<file path="src/rtl/param_lifo.sv">
// param_lifo: parameterised LIFO stack with registered pop data, replace-top and pass-through.
// Optional sticky overflow/underflow flags are compiled in by defining PARAM_LIFO_ERR_FLAGS_EN.
module param_lifo #(
    parameter int WIDTH    = 8,
    parameter int DEPTH    = 8,
    parameter int AF_LEVEL = 6,
    localparam int CW      = $clog2(DEPTH + 1)
) (
    input  logic             clk,
    input  logic             clr_n,
    input  logic [WIDTH-1:0] din,
    input  logic             push,
    input  logic             pop,
    input  logic             err_clr,
    output logic [WIDTH-1:0] dout,
    output logic             dout_vld,
    output logic [CW-1:0]    count,
    output logic             full,
    output logic             empty,
    output logic             almost_full,
    output logic             ovf,
    output logic             unf
);
    localparam int AW = (DEPTH > 1) ? $clog2(DEPTH) : 1;

    logic [WIDTH-1:0] mem_q [DEPTH];
    logic [CW-1:0]    count_q, count_d;
    logic [WIDTH-1:0] dout_q, dout_d;
    logic             vld_q, vld_d;
    logic [AW-1:0]    wr_idx, top_idx;
    logic             do_push, do_pop, do_rep, do_pass;

    assign full        = count_q == CW'(DEPTH);
    assign empty       = count_q == '0;
    assign almost_full = count_q >= CW'(AF_LEVEL);
    assign count       = count_q;
    assign dout        = dout_q;
    assign dout_vld    = vld_q;

    // Slot above the top is the push target; the top slot feeds pops and replace-top writes.
    assign wr_idx  = AW'(count_q);
    assign top_idx = AW'(count_q - CW'(1));

    assign do_push = push & ~pop & ~full;
    assign do_pop  = pop & ~push & ~empty;
    assign do_rep  = push & pop & ~empty;
    assign do_pass = push & pop & empty;

    // Next occupancy and pop data; a simultaneous push+pop never changes the count.
    always_comb begin
        count_d = do_push ? count_q + CW'(1) : do_pop ? count_q - CW'(1) : count_q;
        dout_d  = do_pass ? din : (do_pop | do_rep) ? mem_q[top_idx] : dout_q;
        vld_d   = do_pop | do_rep | do_pass;
    end

    // Occupancy and output registers, cleared asynchronously.
    always_ff @(posedge clk or negedge clr_n) begin
        if (!clr_n) begin
            count_q <= '0;
            dout_q  <= '0;
            vld_q   <= 1'b0;
        end else begin
            count_q <= count_d;
            dout_q  <= dout_d;
            vld_q   <= vld_d;
        end
    end

    // Storage is not reset; entries become visible only after being written again.
    always_ff @(posedge clk) begin
        if (do_push)
            mem_q[wr_idx] <= din;
        else if (do_rep)
            mem_q[top_idx] <= din;
    end

`ifdef PARAM_LIFO_ERR_FLAGS_EN
    logic ovf_q, unf_q, ovf_evt, unf_evt;

    assign ovf_evt = push & ~pop & full;
    assign unf_evt = pop & ~push & empty;
    assign ovf     = ovf_q;
    assign unf     = unf_q;

    // Sticky error flags; a new event in the same cycle as err_clr keeps the flag set.
    always_ff @(posedge clk or negedge clr_n) begin
        if (!clr_n) begin
            ovf_q <= 1'b0;
            unf_q <= 1'b0;
        end else begin
            ovf_q <= ovf_evt | (ovf_q & ~err_clr);
            unf_q <= unf_evt | (unf_q & ~err_clr);
        end
    end
`else
    logic unused_err_clr;

    assign unused_err_clr = err_clr;
    assign ovf            = 1'b0;
    assign unf            = 1'b0;
`endif

endmodule
</file>
<file path="config.mk">
export PLATFORM = sky130hd
export DESIGN_NAME = param_lifo
export DESIGN_NICKNAME = d
export VERILOG_FILES = /design/src/rtl/param_lifo.sv
export SDC_FILE = /design/constraint.sdc
export NUM_CORES = 1
export LEC_CHECK = 0
export CELL_PAD_IN_SITES_DETAIL_PLACEMENT = 1
export CELL_PAD_IN_SITES_GLOBAL_PLACEMENT = 2
export CORE_MARGIN = 8
export CORE_UTILIZATION = 48
export CTS_CLUSTER_SIZE = 8
export DETAILED_ROUTE_END_ITERATION = 10
export DONT_BUFFER_PORTS = 1
export PLACE_DENSITY = 0.82
export SLEW_MARGIN = 10
export SYNTH_ARGS = -nofsm -noshare
export SYNTH_HDL_FRONTEND = slang
export SYNTH_SLANG_ARGS = --single-unit
</file>
<file path="constraint.sdc">
create_clock -name clk -period 9.2 [get_ports clk]
set_clock_uncertainty 0.15 [all_clocks]
set_input_delay 1.38 -clock clk [delete_from_list [all_inputs] [get_ports clk]]
set_output_delay 1.38 -clock clk [all_outputs]
set_load 0.1 [all_outputs]
</file>
==> results.txt <==
* Status: finished clean
- Maximum root-to-sink buffer count: 2
* Cells resized by post-CTS repair: 0
- For this block, the routed nets add up to 7.49 mm of wire.
- Total clock sinks: 77
* Worst path required time: 7.67 ns
- The most used flip-flop cell after synthesis is sky130_fd_sc_hd__edfxtp_1.
- After the last flow step, the layout net total stands at roughly 250.
* Cell with the largest stage delay on the worst path: sky130_fd_sc_hd__and3b_1
* Max Fanout on Critical Path: 25
* Number of antenna violations at the first check in global routing: 0
* Worst reg2reg path endpoint: mem_q[2][5]$_DFFE_PP_
- The startpoint identified for the worst register-to-register timing path is count[0]$_DFFE_PN0P_.
* CTS Root Buffer Type: sky130_fd_sc_hd__clkbuf_8
* Most area-consuming cells after synthesis: sky130_fd_sc_hd__edfxtp_1 58%, sky130_fd_sc_hd__dfrtp_1 9.8%, sky130_fd_sc_hd__mux2_2 5.1%, sky130_fd_sc_hd__nand2_1 2.7%, sky130_fd_sc_hd__nor3_1 2.0%
- Endpoint of the worst hold-timing path: dout[6]$_DFFE_PN0P_
- The number of pins with negative max-slew slack in the final report is 0.
* Area Overhead vs Synth: 10.4%
- Largest delay contributor family on the critical path: simple AND/OR/NAND/NOR gates
- Min-Delay Path Depth: 3
- Detailed-route wire length on metal 1: 3.27 mm
* Remaining antenna violation count: 0
* Number of cells traversed by the worst register-to-register path: 8
* Placeable core area: about 6800 µm²
- Arrival time reported for the critical path endpoint: 2.77 ns
- Setup slack on the worst flop-to-flop path: roughly 5.3 ns
- Wire length on met2: 3.66 mm
* Final worst path period need: 4.30 ns
* Vias after detailed routing: 1919
* HPWL after detailed placement: 5.11 mm
* DRT iter0 DRCs: 92
- In the detailed route, the total length drawn on met3 is 451 µm.
* CP startpoint kind: flip-flop
- Total die area: 9860 µm²
* Setup bufs post-CTS: 0
* Sequential element share of the synthesized area: 67.5%
- Die extent in y: 99.3 µm
- At the end of routability-driven placement, the weighted congestion stood at 0.767.
- Of the post-synthesis cell area, the dominant cell type holds 57.7%.
* CTS H-tree lvls: 3
- Number of instances in the synthesized netlist: 226
- The largest single stage delay on the critical path is 0.97 ns.
- In this run, synthesis produced a sequential element count of 77.
- Number of CTS-inserted buffers: 9
- In this run the top signal layer used is met4.
- The first global-routing pass estimated between 10 and 15 mm of wire.
- Mean number of vias per cell: approximately 6
* Wire length per cell after detailed routing: 23.4 µm
- Hold path startpoint: mem_q[5][6]$_DFFE_PP_
- The hold violation total from the final report was 0.
* Chip Width: 99.3 µm
- Buffers placed on the I/O ports in this run total 0.
- Together, buffers and inverters on the worst path number 2.
- Post-CTS Hold Buffers: 0
- The critical path goes through buf_4, inv_1, ha_1, and3b_1.
- Once the floorplan was initialized, standard cells occupied 49.3% of the core.
- For this design the top-level I/O count stands at 31.
* Critical Path End Type: output port
- The tightest min-delay check is of the flip-flop to flip-flop type.
- For this run, the total global-route usage over all layers was measured as 15.9%.
- Cells fill 54.4% of the core in the end.
- A synthesized cell averages 14.7 µm².
- FMAX: approximately 230 MHz
- Clock latency at the later pin of the worst-skew pair: 0.34 ns
- Number of design rule violations left after detail routing: 0
* Post-Route Setup TNS: 0 ns
* Tightest Pin Transition: 1.11 ns
- Final setup vio count: 0
* Mapped cell area: 3330 µm²
- Setup repair after global routing left no endpoint under its margin.
- The number of global-route vias before repair came to 2023.
- Number of enable flip-flop cells after synthesis: 64
- Kind of critical path: flip-flop to output port
* First-pass iteration count of the detailed router: 5
- TritonCTS built the clock tree.
- Summed over all instances, the cell type with the most area after synthesis is sky130_fd_sc_hd__edfxtp_1.
- In the final layout, the share of cells above drive strength 1 is 20.8%.
- # Max-Cap Violations: 0
- The total overflow left after global routing is 0.
* Maximum number of pins on one net before global-route repair: 26
* Number of diodes added for antenna fixing: 0
- Row generation in the floorplan step produced 30 rows.
- In the finished design, the share of the clock period the worst path needs comes to between 40% and 50%.
- After clock tree synthesis, the clock-pin slew on the worst setup and hold paths is 0.08 ns.
- Of all flip-flops after synthesis, the portion carrying an async set or reset was 16.9%.
- Worst slew slack as a fraction of its limit: between 20% and 30%
* YS warnings: 0
- The synthesized netlist contains 46 unique library cells.
==> flip-flops by register name, summed over array words and instances (netlist names) <==
register	flops
count	4
dout	8
dout_vld	1
mem_q	64
==> layout by cell type (no fill, tap or decap), types with 2 or more instances in the layout <==
cell type | synthesis | layout
sky130_fd_sc_hd__a22oi_1 | 8 | 8
sky130_fd_sc_hd__a32o_1 | 6 | 6
sky130_fd_sc_hd__a41o_1 | 2 | 2
sky130_fd_sc_hd__buf_4 | 2 | 10
sky130_fd_sc_hd__bufinv_16 | 0 | 3
sky130_fd_sc_hd__clkbuf_8 | 0 | 10
sky130_fd_sc_hd__conb_1 | 1 | 2
sky130_fd_sc_hd__dfrtp_1 | 13 | 12
sky130_fd_sc_hd__edfxtp_1 | 64 | 64
sky130_fd_sc_hd__ha_1 | 3 | 3
sky130_fd_sc_hd__inv_1 | 4 | 4
sky130_fd_sc_hd__mux2_2 | 15 | 15
sky130_fd_sc_hd__mux2i_1 | 6 | 6
sky130_fd_sc_hd__mux4_2 | 2 | 2
sky130_fd_sc_hd__nand2_1 | 24 | 24
sky130_fd_sc_hd__nand2b_1 | 2 | 2
sky130_fd_sc_hd__nand3_1 | 2 | 2
sky130_fd_sc_hd__nor2_1 | 5 | 5
sky130_fd_sc_hd__nor3_1 | 13 | 12
sky130_fd_sc_hd__o21ai_0 | 2 | 2
sky130_fd_sc_hd__o21ai_1 | 5 | 5
sky130_fd_sc_hd__o22ai_1 | 9 | 9
sky130_fd_sc_hd__o31ai_1 | 7 | 7
==> final cells by class <==
cell class | count | area [µm²]
Inverter | 5 | 18.8
Clock buffer | 11 | 141
Tap cell | 80 | 100
Sequential cell | 77 | 2250
Clock inverter | 5 | 108
Multi-Input combinational cell | 132 | 986
Fill cell | 639 | 3080
Timing Repair Buffer | 10 | 75.1
==> metrics by stage <==
stage,area [µm²],cells,hold WS [ns],setup WS [ns]
floorplan,3330,227,0.472,5.31
global placement,3420,304,0.511,4.96
detailed placement,3420,304,0.515,4.73
CTS,3670,320,0.526,4.72
global route,3680,320,0.555,4.75
finish,3680,320,0.529,4.90
==> worst reg2reg max path, stage by stage, from the launching register on <==
cell,delay [ns]
sky130_fd_sc_hd__dfrtp_2,0.39
sky130_fd_sc_hd__buf_4,0.32
sky130_fd_sc_hd__inv_1,0.28
sky130_fd_sc_hd__ha_1,0.47
sky130_fd_sc_hd__or3b_1,0.48
sky130_fd_sc_hd__inv_2,0.46
sky130_fd_sc_hd__o21ai_1,0.20
sky130_fd_sc_hd__o31a_1,0.18
sky130_fd_sc_hd__nor3_2,0.60
==> synth_stat cells, drive strengths merged, types with 2 or more instances <==
| cell | number |
|---|---|
| nor2 | 6 |
| ha | 3 |
| nand3 | 2 |
| nand2 | 24 |
| mux4 | 2 |
| o21ai | 8 |
| a22oi | 8 |
| mux2i | 6 |
| xor2 | 2 |
| o31ai | 7 |
| nand2b | 2 |
| a41o | 2 |
| edfxtp | 64 |
| mux2 | 15 |
| inv | 5 |
| nor3 | 13 |
| xnor2 | 2 |
| a32o | 6 |
| o22ai | 9 |
| buf | 9 |
| clkbuf | 4 |
| dfrtp | 13 |
==> cells by family after synthesis <==
group                    count (synthesis)  share of synthesized area [%]
AO/OA/AOI/OAI                           48                           10.7
XOR/XNOR                                 4                           1.84
adder cells (fa/ha/maj)                  3                           1.13
buffers and inverters                   18                           3.16
flip-flops                              77                           67.5
multiplexers                            23                           8.23
other                                    1                          0.113
AND/OR/NAND/NOR                         52                           7.29
==> worst max-delay path by stage <==
stage	to	slack, ns	cells past startpoint	startpoint
2_1_floorplan	mem_q[2][0]$_DFFE_PP_	5.31	10	count[0]$_DFFE_PN0P_
3_3_place_gp	mem_q[2][1]$_DFFE_PP_	4.96	8	count[0]$_DFFE_PN0P_
3_5_place_dp	mem_q[2][0]$_DFFE_PP_	4.73	8	count[0]$_DFFE_PN0P_
4_1_cts	mem_q[2][7]$_DFFE_PP_	4.72	8	count[0]$_DFFE_PN0P_
5_1_grt	full	4.75	4	count[0]$_DFFE_PN0P_
6_report	full	4.90	4	count[0]$_DFFE_PN0P_
==> layer usage <==
layer / global-route usage (%) / vias up
met5: 0 / -
li1: - / 895
met2: 24.9 / 41
met3: 3.70 / 12
met4: 7.10 / 0
met1: 20.6 / 971
Power is left out: the tool's default activity adds up to more than one toggle a clock period on the data nets, which glitch-free logic cannot reach.
